## config.mk

```make
export PLATFORM = sky130hd
export DESIGN_NAME = glitch_sequencer
export DESIGN_NICKNAME = d
export VERILOG_FILES = /design/src/rtl/glitch_sequencer.sv
export SDC_FILE = /design/constraint.sdc
export NUM_CORES = 1
export LEC_CHECK = 0
export CAP_MARGIN = 20
export CORE_UTILIZATION = 48
export DETAILED_ROUTE_END_ITERATION = 8
export MAX_ROUTING_LAYER = met4
export PLACE_DENSITY = 0.78
export SYNTH_ARGS = -nofsm -noshare
export SYNTH_HDL_FRONTEND = slang
export SYNTH_SLANG_ARGS = --single-unit
```

## constraint.sdc

```tcl
create_clock -name clk -period 2.8 [get_ports clk]
set_clock_uncertainty 0.2 [all_clocks]
set_input_delay 0.56 -clock clk [delete_from_list [all_inputs] [get_ports clk]]
set_output_delay 0.56 -clock clk [all_outputs]
set_load 0.05 [all_outputs]
```

## src/rtl/glitch_sequencer.sv

```systemverilog
// Triggered glitch pulse sequencer: edge trigger, programmable delay and width.
// Define GLITCH_SEQ_BURST_EN for multi-pulse bursts separated by gap cycles.
module glitch_sequencer #(
    parameter int DELAY_W = 16,
    parameter int WIDTH_W = 8
) (
    input  logic               clk,
    input  logic               rst,
    input  logic               arm,
    input  logic               abort,
    input  logic               trig_in,
    input  logic               trig_pol,
    input  logic [DELAY_W-1:0] delay,
    input  logic [WIDTH_W-1:0] width,
    input  logic [7:0]         burst_n,
    input  logic [WIDTH_W-1:0] gap,
    output logic               glitch_out,
    output logic               armed,
    output logic               busy,
    output logic               done,
    output logic               err
);

    typedef enum logic [2:0] {
        IDLE  = 3'd0,
        ARMED = 3'd1,
        DELAY = 3'd2,
        PULSE = 3'd3,
`ifdef GLITCH_SEQ_BURST_EN
        DONE  = 3'd4,
        GAP   = 3'd5
`else
        DONE  = 3'd4
`endif
    } state_t;

    state_t state, state_nxt;

    logic               trig_prev;
    logic               pol_q;
    logic [DELAY_W-1:0] d_q;
    logic [WIDTH_W-1:0] w_q;
    logic [DELAY_W-1:0] dcnt;
    logic [WIDTH_W-1:0] wcnt;
    logic               det;
    logic               accept;
    logic               glitch_d, armed_d, busy_d, done_d, err_d;

`ifdef GLITCH_SEQ_BURST_EN
    logic [7:0]         n_q;
    logic [7:0]         pcnt;
    logic [WIDTH_W-1:0] g_q;
`else
    logic unused_cfg;
    assign unused_cfg = ^{burst_n, gap};
`endif

    always_comb begin
        state_nxt = state;
        det       = pol_q ? (trig_prev & ~trig_in) : (~trig_prev & trig_in);
        accept    = arm && (width != '0);
        unique case (state)
            IDLE:  if (accept) state_nxt = ARMED;
            ARMED: if (det) state_nxt = (d_q == '0) ? PULSE : DELAY;
            DELAY: if (dcnt == d_q - DELAY_W'(1)) state_nxt = PULSE;
            PULSE: begin
                if (wcnt == w_q - WIDTH_W'(1)) begin
`ifdef GLITCH_SEQ_BURST_EN
                    state_nxt = (pcnt == n_q - 8'd1) ? DONE : GAP;
`else
                    state_nxt = DONE;
`endif
                end
            end
`ifdef GLITCH_SEQ_BURST_EN
            GAP:   if (wcnt == g_q - WIDTH_W'(1)) state_nxt = PULSE;
`endif
            DONE:  state_nxt = IDLE;
            default: state_nxt = IDLE;
        endcase
        if (abort) state_nxt = IDLE;

        // Outputs are registered decodes of the current state; abort clears them at once
        glitch_d = (state == PULSE) && !abort;
        armed_d  = (state == ARMED) && !abort;
        busy_d   = (state != IDLE) && !abort;
        done_d   = (state == DONE) && !abort;
        err_d    = (state == IDLE) && arm && (width == '0) && !abort;
    end

    always_ff @(posedge clk) begin
        if (rst) begin
            state      <= IDLE;
            trig_prev  <= 1'b0;
            pol_q      <= 1'b0;
            d_q        <= '0;
            w_q        <= '0;
            dcnt       <= '0;
            wcnt       <= '0;
            glitch_out <= 1'b0;
            armed      <= 1'b0;
            busy       <= 1'b0;
            done       <= 1'b0;
            err        <= 1'b0;
`ifdef GLITCH_SEQ_BURST_EN
            n_q        <= '0;
            g_q        <= '0;
            pcnt       <= '0;
`endif
        end else begin
            state      <= state_nxt;
            trig_prev  <= trig_in;
            glitch_out <= glitch_d;
            armed      <= armed_d;
            busy       <= busy_d;
            done       <= done_d;
            err        <= err_d;

            if (state == IDLE && state_nxt == ARMED) begin
                pol_q <= trig_pol;
                d_q   <= delay;
                w_q   <= width;
`ifdef GLITCH_SEQ_BURST_EN
                n_q   <= (burst_n == '0) ? 8'd1 : burst_n;
                g_q   <= (gap == '0) ? WIDTH_W'(1) : gap;
`endif
            end

            dcnt <= (state == DELAY && state_nxt == DELAY) ?
                    dcnt + DELAY_W'(1) : '0;

`ifdef GLITCH_SEQ_BURST_EN
            wcnt <= ((state == PULSE || state == GAP) && state_nxt == state) ?
                    wcnt + WIDTH_W'(1) : '0;
            if (state == ARMED)
                pcnt <= '0;
            else if (state == PULSE && state_nxt == GAP)
                pcnt <= pcnt + 8'd1;
`else
            wcnt <= (state == PULSE && state_nxt == PULSE) ?
                    wcnt + WIDTH_W'(1) : '0;
`endif
        end
    end

endmodule

```

### Word-level counts from Yosys, hierarchy flattened

Cells that the tools add are included.

* flip-flop bits (word level): 58

* add/subtract/negate cells: 4
* equality and inequality tests: 9
* mux-type cells: 8
* bitwise logic cells: 6
* reductions and logical operators: 19

Operators with widths (number)
* $add 16x1->16 const B: 1
* $eq 16x16->1: 1
* $logic_not 16->1: 1
* $sub 16x1->16 const B: 1
* $mux 3: 5
* $eq 3x2->1 const B: 4
* $pmux 3 s4: 1
* $logic_and 1x1->1: 11
* $add 8x1->8 const B: 1
* $eq 8x8->1: 1
* $logic_not 8->1: 1
* $reduce_bool 8->1: 1
* $sub 8x1->8 const B: 1
* $eq 3x1->1 const B: 2
* $not 1->1: 4
* $reduce_or 2->1: 2
* $eq 3x3->1 const B: 1
* $logic_not 3->1: 1
* $reduce_bool 3->1: 1
* $and 1x1->1: 2
* $mux 1: 2
* $logic_not 1->1: 1

### Longest topological paths before layout

Gate-level depths: netlist of run 1.

* depth in word-level cells: 10
* gate-level depth with buffers: 10

### Worst setup path before layout of run 1

No wires, ideal clock.

* path type: flip-flop to flip-flop
* start point: register d_q[0]
* end point: register dcnt[1]
* library setup time: 0.116 ns
* arrival time: 2.481 ns
* slack: 0.003 ns
* cell stages (with the launch flop): 10
* buffers on the path: 0
* clock period less this slack: 2.797 ns
* path through: dfxtp_1 -> inv_1 -> ha_1 -> or3b_1 -> or4_1 -> a211oi_2 -> o2111a_2 -> o211ai_4 -> or2_1 -> and3_1

* cells in the longest elaborated chain, start to end: 9
* elaborated cells on any way between the ends: 12
* those cells by class: add/sub (1); eq/ne (2); mux (5); bitwise (1); reduce/logical (3)

RTL lines
* start: declaration: line 41 `logic [DELAY_W-1:0] d_q;`
* start signal: assignment: line 121 `d_q <= delay;`
* $sub 16x1->16 or $logic_not 16->1 (tied branches): line 65, 64
* $eq 16x16->1 or $mux 1 (tied branches): line 65, 64
* $mux 3 (on tied branches): line 65, 64
* $pmux 3 s4 *: line 62 `unique case (state)`
* $mux 3 *: line 81 `if (abort) state_nxt = IDLE;`
* $eq 3x2->1 *: line 129 `dcnt <= (state == DELAY && state_nxt == DELAY) ?`
* $logic_and 1x1->1 *: line 129
* $not 1->1 (no line) *
* $reduce_or 2->1 (no line) *
* end signal: assignment: line 129
* end: declaration: line 43 `logic [DELAY_W-1:0] dcnt;`

Mark *: on every way between the ends. The rest lies on a longest branch, timed or not.
A chain may end at the register's enable or synchronous reset.

### Worst setup path in the final report of run 1

Ends and elaborated chain as after synthesis.

==> out/results.ini, run 1 <==
[run_status]
outcome = finished clean

[timing]
setup_tns_ps = 0
whs_ps = 277
fmax_mhz = 366
fin_crit_ps = 2730
fin_ws_ps = 67.2
min_period_over_period = 0.976
finalHoldViolCount = 0
report.final.slew_viol_count = 0
setup-violations-final = 0
slew_headroom = 0.657
worstMarginPinSlew_ps = 510

[setup_path]
critPathCaptureType = flip-flop
path_buf_inv = 1
r2r-end = dcnt[1]
crit_fanout = 4
cp.required_ps = 2830
rrSetupSlack_ps = 70
cpPeakStageDelay_ps = 500
timing.rr.start = d_q[0]
r2r_cells = 9
start_kind = flip-flop
slowest_stage = or4_4
cp_top_family = simple AND/OR/NAND/NOR gates
crit_chain = inv_1, ha_2, or3b_4, or4_4, a211oi_2, o2111a_2, o211ai_4, or2_1, and3_1
crit_type = reg -> reg
arrival_ps = 2760

[drt]
drtAntennaViolNets = 0
wl_met1_um = 3430
vias = 2841
vias_per_cell = 5.69
wl_per_cell_um = 14.6
wirelength_um = 7300
wl_met2_um = 3450
dr_wl_met3_um = 297
route.top_layer_used = met4
first_pass_iters = 5
drc_errors = 0
drt_iter0_drc = 136

[grt]
grt_overflow = 0
grt_max_degree = 18
grt_pass1_wl_um = 12400
grt_pass1_vias = 2743
grt_use_total = 0.247
antenna_found_initial = 0

[place]
place_congestion = 0.880
dpl_cell_area_um2 = 3640
place_ws_ps = -324
port_buffers = 34
dpl.cell_count = 483
hpwl_um = 5350

[yosys]
synth_common_cells = 58 x dfxtp_1, 43 x nand3_1, 39 x nor2_1
syn_area_per_cell_um2 = 8.35
yosysUniqueCellTypes = 55
synthFlopType = dfxtp_1
yosysSeqAreaShare = 0.375
yosys.area.top_type = dfxtp_1
yosys-top-cells-area = dfxtp_1 37%, xnor2_1 7.6%, nand3_1 6.9%
synth-seq-cells = 58
syn-num-nets = 421
synthArstFlopShare = 0
syn_area_um2 = 3100
yosys.cell_count.top_type = dfxtp_1
netlist_instances = 371
synth_top_area_frac = 0.375
yosys_warnings = 0
synth-edff-count = 0

[power]
p_per_area_nw_per_um2 = 561
p_total_mw = 2.15
p_leak_nw = 1.47
ir_worst_vdd_uv = 384

[cells_and_area]
syn_to_final_growth_pct = 23.6
finalNetCount = 470
final_area_um2 = 3830
layout-drive-gt1-share = 0.127
num_antenna_cells = 0
post-route-util = 0.632
stdcell_count = 499

[die]
die_area_um2 = 6780
ios = 51
row_count = 28
core_um2 = 6060
start_util = 0.511
die_h_um = 82.3
die_width_um = 82.3

[hold_path]
hold_depth = 1
hold_path_class = reg -> reg
hold_start = wcnt[0]
holdPathEnd = wcnt[0]

[clocking]
numCtsBuffers = 9
cts_tree = built
clk-insertion-delay-late_ps = 340
holdBufCountCts = 0
cts_buffer_depth = 2
htreeDepth = 3
cts_sinks = 58
cts_root_buffer = clkbuf_8
clk_pin_slew_ps = 70

[run]
maxCapViolations = 0

[logic make-up (layout without fill, tap and decap cells)]
logic type | after synthesis | in the layout | synth area share
fa+ha+maj | 4 | 4 | 0.0162
buf+inv | 28 | 81 | 0.0372
compound gates | 58 | 58 | 0.159
xor+xnor | 50 | 50 | 0.141
simple gates | 173 | 173 | 0.272
flops | 58 | 58 | 0.375
[cells in the final DEF, fill, tap and decap left out, types with 6 or more instances in the layout]
cell type / n
dfxtp_1: 56
clkbuf_8: 9
a32oi_1: 17
clkdlybuf4s50_1: 33
nor4_1: 6
and3_1: 7
buf_4: 24
xor2_1: 23
nand3_1: 43
nor3_1: 15
nor2_1: 39
xnor2_1: 27
inv_1: 7
nand2_1: 37
a22oi_1: 9
[power breakdown]
group          total [mW]  internal [mW]  switching [mW]
clock network       0.630          0.310           0.320
registers           0.947          0.876          0.0714
logic               0.572          0.281           0.291
[layer usage]
layer,vias to the layer above,track usage
met5,-,-
met4,0,0.112
met3,12,0.0462
met2,59,0.396
met1,1336,0.300
li1,1434,-
[area by class of cell]
cell class / instances / area [µm²]
sequential: 58 / 1160
clock buffer: 11 / 131
timing repair buffer: 59 / 543
clock inverter: 4 / 20.0
multi-input combinational: 285 / 1850
inverter: 7 / 26.3
tap: 75 / 93.8
fill: 529 / 2230
[worst max path at each step]
stage                 from       to  slack [ps]  depth (start not counted)
floorplan           d_q[0]  dcnt[1]           3                          9
global placement     abort  dcnt[1]        -300                          8
detailed placement   abort  dcnt[1]        -320                          8
CTS                 d_q[1]  dcnt[1]           8                          9
global route        d_q[0]  dcnt[1]         -10                          9
finish              d_q[0]  dcnt[1]          70                          9
[registers in the layout, indices dropped and copies added (netlist names)]
signal / flops
trig_prev: 1
dcnt: 16
state: 3
w_q: 8
d_q: 16
glitch_out: 1
err: 1
busy: 1
done: 1
wcnt: 8
pol_q: 1
armed: 1
[repair_timing]
action / CTS / global route
gates resized for setup: 0 / 9
setup endpoints to repair: 0 / 42
buffers inserted: 0 / 1
Note: power is estimated with default switching activity, not from simulation.
==> run 2: changes to the inputs <==
--- a/config.mk
+++ b/config.mk
@@ -6,6 +6,8 @@
 export NUM_CORES = 1
 export LEC_CHECK = 0
 export CAP_MARGIN = 20
+export CORE_ASPECT_RATIO = 1.2
+export CORE_MARGIN = 1
 export CORE_UTILIZATION = 48
 export DETAILED_ROUTE_END_ITERATION = 8
 export MAX_ROUTING_LAYER = met4
==> run 2 against run 1 <==
  * Cell count rose by 2.2%
  * Sequential share of layout area fell by 0.73 points
  * Highest routed layer unchanged
  * First-iteration DRC count rose by 25%
  * Largest cell class unchanged
  * Clock-buffer cell count did not move
  * Flip-flop and latch count did not move
  * Worst setup slack got worse by 23 ps
  * Critical endpoint unchanged
  * Sequential power fell by 1%
  * Global-route usage fell by 0.28 points
==> out/results.ini, run 2 (synthesized netlist as in run 1, its figures left out) <==
[hold_path]
hold_path_class = reg -> reg  ; unchanged

[clocking]
holdBufCountCts = 0  ; unchanged
htreeDepth = 3  ; unchanged
cts_buffer_depth = 2  ; unchanged
cts_tree = built  ; unchanged
cts_root_buffer = clkbuf_8  ; unchanged
clk_pin_slew_ps = 70  ; about the same
numCtsBuffers = 9  ; unchanged
clk-insertion-delay-late_ps = 350  ; was 340 ps
cts_sinks = 58  ; unchanged

[drt]
drc_errors = 0  ; unchanged
wirelength_um = 7420  ; was 7300 µm
drt_iter0_drc = 170  ; was 136
drtAntennaViolNets = 0  ; unchanged
vias_per_cell = 5.61  ; was 5.69
vias = 2861  ; was 2841
wl_per_cell_um = 14.5  ; was 14.6 µm
first_pass_iters = 4  ; was 5

[power]
ir_worst_vdd_uv = 377  ; was 384 µV
p_per_area_nw_per_um2 = 594  ; was 561 nW/µm²
p_total_mw = 2.33  ; was 2.15 mW
p_leak_nw = 1.50  ; was 1.47 nW

[run_status]
outcome = finished clean  ; unchanged

[timing]
slew_headroom = 0.641  ; was 0.657
rsz0062_at_grt = true
finalHoldViolCount = 0  ; unchanged
fin_ws_ps = 44.7  ; was 67.2 ps
setup-violations-final = 0  ; unchanged
worstMarginPinSlew_ps = 534  ; was 510 ps
fmax_mhz = 363  ; was 366 MHz
report.final.slew_viol_count = 0  ; unchanged
fin_crit_ps = 2760  ; was 2730 ps
min_period_over_period = 0.984  ; was 0.976

[place]
place_ws_ps = -370  ; was -324 ps
dpl_cell_area_um2 = 3680  ; was 3640 µm²
place_congestion = 0.847  ; was 0.880
port_buffers = 34  ; unchanged
hpwl_um = 5470  ; was 5350 µm

[cells_and_area]
num_antenna_cells = 0  ; unchanged
final_cell_mix = 56 x dfxtp_1, 43 x nand3_1, 38 x nor2_1  ; was 56 x dfxtp_1, 43 x nand3_1, 39 x nor2_1
final_area_um2 = 3920  ; was 3830 µm²
syn_to_final_growth_pct = 26.7  ; was 23.6%
post-route-util = 0.640  ; was 0.632
reg.largest.list = d_q: 16 flops, dcnt: 16 flops  ; unchanged
layout-drive-gt1-share = 0.145  ; was 0.127
finalNetCount = 473  ; was 470
layout_commonest_cell = dfxtp_1  ; unchanged

[setup_path]
critPathCaptureType = flip-flop  ; unchanged
start_kind = flip-flop  ; unchanged
cp.required_ps = 2840  ; was 2830 ps
arrival_ps = 2790  ; was 2760 ps
crit_fanout = 4  ; unchanged
crit_type = reg -> reg  ; unchanged

[grt]
grt_pass1_wl_um = 12200  ; was 12400 µm
grt_max_degree = 18  ; unchanged
grt_use_total = 0.244  ; was 0.247
grt_pass1_vias = 2669  ; was 2743
grt_overflow = 0  ; unchanged
antenna_found_initial = 0  ; unchanged

[die]
die_h_um = 90.0  ; was 82.3 µm
core_um2 = 6130  ; was 6060 µm²
start_util = 0.505  ; was 0.511
die_width_um = 75.3  ; was 82.3 µm
ios = 51  ; unchanged
die_area_um2 = 6780  ; about the same
row_count = 31  ; was 28

[run]
maxCapViolations = 0  ; unchanged

-- run 2: through the flow --
step / TNS, ps / hold WS (ps) / instances
finish: 0 / 271 / 510
global route: -93.2 / 297 / 510
CTS: 0 / 275 / 510
detailed placement: -12570 / 260 / 494
global placement: -11850 / 252 / 494
floorplan: 0 / 237 / 371
-- run 2: worst max-delay path: stages, from the launching register on --
cell and delay, ps:
dfxtp_2 330, inv_2 60, ha_4 140, or3b_4 410, or4_4 540, a211oi_2 240, o2111a_2 240, o211ai_4 100
or2_1 240, and3_1 150
-- run 2: final cells by class --
class,instances,area (µm²)
Inverter,7,26.3
Clock inverter,5,52.6
Sequential cell,58,1160
Fill cell,559,2210
Tap cell,82,103
Multi-Input combinational cell,285,1860
Clock buffer,11,151
Timing Repair Buffer,62,567
-- run 2: metal layers --
metal / track usage / part of all wire / vias up
met5: - / 0 / -
met2: 0.388 / 0.51 / 62
met4: 0.0833 / 0.014 / 0
met1: 0.288 / 0.44 / 1346
li1: - / - / 1444
met3: 0.0717 / 0.039 / 9
-- run 2: path summary, 6_finish.rpt --
check               start      end  slack (ps)  depth (start not counted)
setup reg to reg   d_q[1]  dcnt[1]          40                          9
hold / removal    wcnt[0]  wcnt[0]         270                          1
hold reg to reg   wcnt[0]  wcnt[0]         270                          1
setup / recovery   d_q[1]  dcnt[1]          40                          9
-- run 2: what timing repair did --
action / CTS / global route
endpoints found under the setup margin: 1 / 40
gates cloned: 0 / 0
setup buffers: 0 / 0
pin swaps: 0 / 7
resized for setup: 2 / 10
-- run 2: report_power, final --
part | internal [mW] | total, mW | switching (mW) | leakage (nW)
Combinational | 0.291 | 0.601 | 0.309 | 0.925
Sequential | 0.875 | 0.938 | 0.0626 | 0.472
Clock | 0.454 | 0.793 | 0.339 | 0.105
Total | 1.62 | 2.33 | 0.711 | 1.50
